## src/rtl/trafik_pkg.sv

```systemverilog
// Shared definitions for the pedestrian crossing controller: FSM encoding and
// default timing constants (also used by the LED sequencer).
package trafik_pkg;

  localparam int unsigned CLK_HZ              = 22_000_000;
  localparam int unsigned DEBOUNCE_CYCLES_DEF = CLK_HZ / 100;  // 10 ms
  localparam int unsigned COOLDOWN_CYCLES_DEF = CLK_HZ * 5;    // 5 s

  typedef enum logic [1:0] {
    ST_IDLE     = 2'd0,
    ST_PENDING  = 2'd1,
    ST_COOLDOWN = 2'd2
  } state_t;

endpackage

```

## src/rtl/buton_debounce.sv

```systemverilog
// Two-flop synchronizer plus stable-run debounce for the crossing button;
// emits a one-cycle pulse on every accepted rising edge of the clean level.
module buton_debounce
  import trafik_pkg::*;
#(
  parameter int unsigned DEBOUNCE_CYCLES = DEBOUNCE_CYCLES_DEF
) (
  input  logic clk,
  input  logic rst,
  input  logic btn_raw,
  output logic btn_clean,
  output logic press_pulse
);

  localparam logic [31:0] DB_LAST = 32'(DEBOUNCE_CYCLES - 1);

  logic        sync1;
  logic        sync2;
  logic [31:0] db_cnt;

  always_ff @(posedge clk) begin
    if (rst) begin
      sync1       <= 1'b0;
      sync2       <= 1'b0;
      db_cnt      <= '0;
      btn_clean   <= 1'b0;
      press_pulse <= 1'b0;
    end else begin
      sync1       <= btn_raw;
      sync2       <= sync1;
      press_pulse <= 1'b0;
      // Any agreement with the current clean level restarts the stable run.
      if (sync2 == btn_clean) begin
        db_cnt <= '0;
      end else if (db_cnt == DB_LAST) begin
        btn_clean   <= sync2;
        db_cnt      <= '0;
        press_pulse <= sync2;
      end else begin
        db_cnt <= db_cnt + 32'd1;
      end
    end
  end

endmodule

```

## src/rtl/yaya_istek.sv

```systemverilog
// Pedestrian request front end: latches one debounced press until the
// sequencer acknowledges it, then blocks presses for a cooldown window.
//
// state       | meaning
// ------------+------------------------------------------------------
// ST_IDLE     | no request; next accepted press is latched
// ST_PENDING  | request latched, waiting for req_ack; presses merged
// ST_COOLDOWN | request served; presses and req_ack ignored
module yaya_istek
  import trafik_pkg::*;
#(
  parameter int unsigned DEBOUNCE_CYCLES = DEBOUNCE_CYCLES_DEF,
  parameter int unsigned COOLDOWN_CYCLES = COOLDOWN_CYCLES_DEF
) (
  input  logic clk,
  input  logic rst,
  input  logic btn_raw,
  input  logic req_ack,
  output logic btn_clean,
  output logic press_pulse,
  output logic req_pending,
  output logic cooldown_active
);

  localparam logic [31:0] CD_LAST = 32'(COOLDOWN_CYCLES - 1);

  state_t      state_q;
  state_t      state_d;
  logic [31:0] cd_cnt;

  buton_debounce #(
    .DEBOUNCE_CYCLES(DEBOUNCE_CYCLES)
  ) u_debounce (
    .clk        (clk),
    .rst        (rst),
    .btn_raw    (btn_raw),
    .btn_clean  (btn_clean),
    .press_pulse(press_pulse)
  );

  always_comb begin
    state_d = state_q;
    case (state_q)
      ST_IDLE:     if (press_pulse) state_d = ST_PENDING;
      // Ack has priority over a coincident press, which is simply dropped.
      ST_PENDING:  if (req_ack) state_d = ST_COOLDOWN;
      ST_COOLDOWN: if (cd_cnt == CD_LAST) state_d = ST_IDLE;
      default:     state_d = ST_IDLE;
    endcase
  end

  always_ff @(posedge clk) begin
    if (rst) begin
      state_q         <= ST_IDLE;
      cd_cnt          <= '0;
      req_pending     <= 1'b0;
      cooldown_active <= 1'b0;
    end else begin
      state_q         <= state_d;
      req_pending     <= (state_d == ST_PENDING);
      cooldown_active <= (state_d == ST_COOLDOWN);
      if (state_q == ST_PENDING && req_ack) begin
        cd_cnt <= '0;
      end else if (state_q == ST_COOLDOWN && state_d == ST_COOLDOWN) begin
        cd_cnt <= cd_cnt + 32'd1;
      end
    end
  end

endmodule

```

## config.mk

```make
export PLATFORM = sky130hd
export DESIGN_NAME = yaya_istek
export DESIGN_NICKNAME = d
export VERILOG_FILES = /design/src/rtl/trafik_pkg.sv /design/src/rtl/buton_debounce.sv /design/src/rtl/yaya_istek.sv
export SDC_FILE = /design/constraint.sdc
export NUM_CORES = 1
export LEC_CHECK = 0
export ABC_AREA = 1
export BUFFER_PORTS_ARGS = -buffer_cell sky130_fd_sc_hd__buf_2
export CORE_MARGIN = 1
export CORE_UTILIZATION = 55
export CTS_CLUSTER_DIAMETER = 200
export DETAILED_ROUTE_END_ITERATION = 12
export PLACE_DENSITY = 0.81
export SLEW_MARGIN = 10
export SYNTH_ARGS = -nofsm -noshare
export SYNTH_HDL_FRONTEND = slang
export SYNTH_HIERARCHICAL = 1
export SYNTH_SLANG_ARGS = --single-unit
```

## constraint.sdc

```tcl
create_clock -name clk -period 2.8 [get_ports clk]
set_clock_uncertainty 0.1 [all_clocks]
set_input_delay 0.14 -clock clk [delete_from_list [all_inputs] [get_ports clk]]
set_output_delay 0.14 -clock clk [all_outputs]
set_load 0.03 [all_outputs]
```

# [Yosys cells after proc, flatten, opt, wreduce, memory -nomap -nowiden]
# Cells that the tools add are included.
[classes] n_addsub=2 n_reduce_logical=7 muxes=4 bitwise=2 eq_ne=7
[ops] operator="adder 32 x 1 -> 32 bit, second input constant" count=2
[ops] operator="equality test 32 x 18 -> 1 bit, second input constant" count=1
[ops] operator="equality test 32 x 27 -> 1 bit, second input constant" count=1
[ops] operator="2-to-1 mux 2 bit" count=3
[ops] operator="one-hot mux 2 bit (3 select lines)" count=1
[ops] operator="OR reduction 3 bit" count=2
[ops] operator="equality test 2 x 1 -> 1 bit, second input constant" count=2
[ops] operator="equality test 2 bit, second input constant" count=2
[ops] operator="logical AND 1 bit" count=2
[ops] operator="zero test 2 bit" count=1
[ops] operator="inverter 1 bit" count=2
[ops] operator="AND reduction 2 bit" count=1
[ops] operator="OR reduction 2 bit" count=1
[ops] operator="equality test 1 bit" count=1
[word_totals] inputBits=4 wordCells=31 out_inout_bits=4 register_bits=72

# [Longest topological paths before layout]
[logic_depth] depth_word=5 ltp_mapped=11

# [By module]
# The synthesis kept the hierarchy.
[modules_own_cells] mod="yaya_istek" seq_area_each_um2=720.7 area_per_inst_um2=2384.8 cells_each=423 n_inst=1
[modules_own_cells] mod="buton_debounce" seq_area_each_um2=720.7 area_per_inst_um2=1943.1 cells_each=306 n_inst=1

# [Worst setup path after synthesis]
# OpenSTA, ideal clock, no wires.
[synth_path] kind="register to register" start="reg cd_cnt[0]" end="reg cd_cnt[10]" t_required_ns=2.568 path_slack_ns=1.131 arrival_ns=1.437 setup_time_ns=0.132 path_stages_with_launch=10 path_buffers=1 path_cell_list="dfxtp_1 ha_1 nand3_2 nor2_1 nand2_1 inv_2 nand2_4 buf_2 nand3_1 a21oi_1"
[synth_between] elab_chain_cells=5 word_cells_on_any_way=6 classes_between="1 x add/sub; 2 x eq/ne; 2 x mux; 1 x reduce/logical"
[synth_rtl] item="start: declaration" line="yaya_istek.sv:29" text="logic [31:0] cd_cnt;"
[synth_rtl] item="start signal: assignment" line="yaya_istek.sv:65" text="cd_cnt <= cd_cnt + 32'd1;"
[synth_rtl] item="equality test 32 x 27 -> 1 bit" line="yaya_istek.sv:47" text="ST_COOLDOWN: if (cd_cnt == CD_LAST) state_d = ST_IDLE;"
[synth_rtl] item="2-to-1 mux 2 bit" line="yaya_istek.sv:47"
[synth_rtl] item="one-hot mux 2 bit (3 select lines)" line="yaya_istek.sv:43" text="case (state_q)"
[synth_rtl] item="equality test 2 bit" line="yaya_istek.sv:64" text="end else if (state_q == ST_COOLDOWN && state_d == ST_COOLDOWN) begin"
[synth_rtl] item="logical AND 1 bit" line="yaya_istek.sv:64"
# Several ways; a longest one is shown, not always the timed one.
# A chain may end at the register's enable or synchronous reset.

# [Worst setup path in the final report]
[layout_path] start="reg cd_cnt[0]" end="reg cd_cnt[15]"
# Same word-level chain as after synthesis.

==> metrics.md <==
| Metric | Value |
|---|---|
| Ant diodes | 0 |
| # rows | 31 |
| Crit path largest cell delay | 0.43 ns |
| Cells after Synth | 729 |
| Count of input and output buffers | 7 |
| Count of boundary I/O pins | 8 |
| CTS root buf | clkbuf_8 |
| Gr usage total | 26.53% |
| Setup violations, final | 0 |
| Clock Tree Buf Depth | 2 |
| Via/cell ratio | 5.228 |
| Critical path class | flop to flop |
| Die Y | 90.71 µm |
| Initial core utilization | 58.11% |
| Slew Limit Fails | 0 |
| CTS Buf Count | 9 |
| Clock H-tree levels | 3 |
| Req. time, crit path | 2.96 ns |
| Sequential share of the synthesized area | 33.30% |
| Layout cell share with drive strength beyond 1 | 6.586% |
| Crit-path cells | ha_1 > nand3_2 > nor2_1 > nand2_1 > inv_2 > nand2_4 > nand2_8 > nand2_1 > a21oi_1 |
| Most common cell after layout, fill and taps aside | nand2_1 |
| Post-DP HPWL | 7651 µm |
| WL final | 10,420 µm |
| CP Max Fanout | 34 |
| Setup bufs post-CTS | 0 |
| Vias in the first global route | 3,899 |
| Setup crit start | cd_cnt[0] |
| Initial antenna violation count | 0 |
| Die width | 90.71 µm |
| Routability congestion estimate | 0.9729 |
| CTS resizes | 0 |
| CP Data Arrival Time | 2.16 ns |
| Number of distinct library cells after synthesis | 26 |
| Xor and xnor fraction of the mapped netlist area | 3.440% |
| Clock sink count | 72 |
| Syn Std Cell Area | 4328 µm² |
| Max Clk Rate | 499.1 MHz |
| Total grt overflow | 0 |
| HP Class | input port to flop |
| Critical R2R Launch | cd_cnt[0] |
| P_leak | 0.001511 µW |
| CP most frequent cell | nand2_1 |
| Setup WS post-layout | 0.7964 ns |
| Synth Area in Adders | 0.5782% |
| Post-route DRC | 0 |
| Via count | 4,407 |
| Commonest cells after routing, fill and taps aside | nand2_1 (274), nor2_1 (135), dfxtp_1 (72) |
| Area delta synth->final | 7.372% |
| RSZ-0062 raised after global routing | no |
| Skew-Pair Late Insertion Delay | 0.35 ns |
| Syn Area/Cell | 5.937 µm² |
| Max Cap Viol | 0 |
| Compound-cell area share of the yosys netlist | 7.574% |
| Min-delay src | req_ack |
| Final period utilization | 71.56% |
| PwrDens | 414.1 nW/µm² |
| Area of the core | 7447 µm² |
| Max_slew headroom | 34.84% |
| Maximum VDD drop | 0.4307 mV |
| Clock slew at reported path FFs | 0.08 ns |
| Drt first pass iters | 5 |
| Cells after DPL | 824 |
| Syn nets | 735 |
| Total chip power | 1924 µW |
| Pre-CTS setup slack | 0.8429 ns |
| Largest family of logic cells by synthesized area | simple AND/OR/NAND/NOR gates |
| Iter 0 DRT Violations | 428 |
| TNS Setup | 0 ns |
| Final antenna-violating net count | 0 |
| Layout Cells excl Fill | 843 |
| CP Capture Type | flop |
| WL per Instance | 12.36 µm |
| CTS tree | built |
| Mux cell area share after synthesis | 0% |
| Slowest CP cell | dfxtp_1 |
| Crit path time final | 2.004 ns |
| Outcome | finished clean |
| Nets | 745 |
| Seq cells post-synth | 72 |
| Worst-Margin Slew | 0.9763 ns |
| First-pass GRT wire length | 17,880 µm |
| Final hold vios | 0 |
| Largest net degree at the start of global routing | 35 |
| Startpoint types | flop |
| Die area | 8227 µm² |
| Yosys Warn Count | 6 |
| Post-Synth Simple-Gate Area | 46.69% |
==> Yosys cell counts (all sizes together) <==
master    n  share of area, %
o21ai    12               1.4
nor4      2              0.29
o21bai    1              0.17
clkbuf    3              0.26
ha        2              0.58
nor3      2              0.23
nand4     7               1.0
inv      71               6.2
nand2   281                25
nand3b    2              0.35
nor2    148                14
nand3    47               5.7
buf      10               2.0
xnor2    11               2.2
dfxtp    72                33
a21oi    52               6.0
xor2      6               1.2
==> per-layer routing <==
layer	up-vias	global-route usage, %	share of wire [%]
met2	161	39.20	41
met3	19	4.714	8.2
met4	0	8.065	1.6
met1	1942	38.81	49
li1	2285	-	-
met5	-	0	0
==> final cells by class <==
| class | instances | area (µm²) |
|---|---|---|
| clock buffers | 10 | 137.6 |
| clock inverters | 6 | 75.07 |
| fillers | 736 | 2800 |
| inverters | 71 | 266.5 |
| multi-input cells | 573 | 2522 |
| flip-flops and latches | 72 | 1441 |
| well taps | 99 | 123.9 |
| repair buffers | 12 | 80.08 |
==> timing repair <==
action                     CTS  global route
hold endpoints to repair     7             0
hold buffers                 3             0
setup endpoints to repair    0             0
==> sequential cells by signal, indices dropped and copies added (netlist names) <==
register                flops
u_debounce/btn_clean        1
cd_cnt                     32
u_debounce/press_pulse      1
u_debounce/sync2            1
u_debounce/db_cnt          32
req_pending                 1
u_debounce/sync1            1
state_q                     2
cooldown_active             1
==> power breakdown <==
part	internal [µW]	switching, µW
combinational	6.82	16.5
sequential	1020	1.06
clock	448	427
==> stage by stage <==
step / util (%) / instance area (µm²) / hold slack, ns
finish: 62.40 / 4647 / 0.01473
global route: 62.40 / 4647 / 0.04269
CTS: 62.40 / 4647 / 0.009679
detailed placement: 59.14 / 4404 / 0.2524
global placement: 59.14 / 4404 / 0.2462
floorplan: - / 4328 / 0.1091
==> logic make-up (layout without fill, tap and decap cells) <==
group | Yosys count | count (layout)
AOI/OAI and AO/OA | 65 | 65
xor gates and xnor gates | 17 | 17
adders and majority gates | 2 | 2
buffers and inverters | 84 | 99
DFF | 72 | 72
and+or+nand+nor | 489 | 489
==> path summary, 6_finish.rpt <==
path / slack, ns / to / cells past startpoint
min: 0.01 / state_q[0] / 4
min reg2reg: 0.34 / u_debounce/sync2 / 2
max: 0.80 / cd_cnt[15] / 9
max reg2reg: 0.80 / cd_cnt[15] / 9
==> worst max-delay path: cells and delay by family (launching register included) <==
| kind | cells | cell delay (ns) |
|---|---|---|
| simple gates | 6 | 0.81 |
| flops | 1 | 0.43 |
| fa+ha+maj | 1 | 0.33 |
| compound gates | 1 | 0.15 |
| buf+inv | 1 | 0.07 |
(Power assumes the default switching activity.)
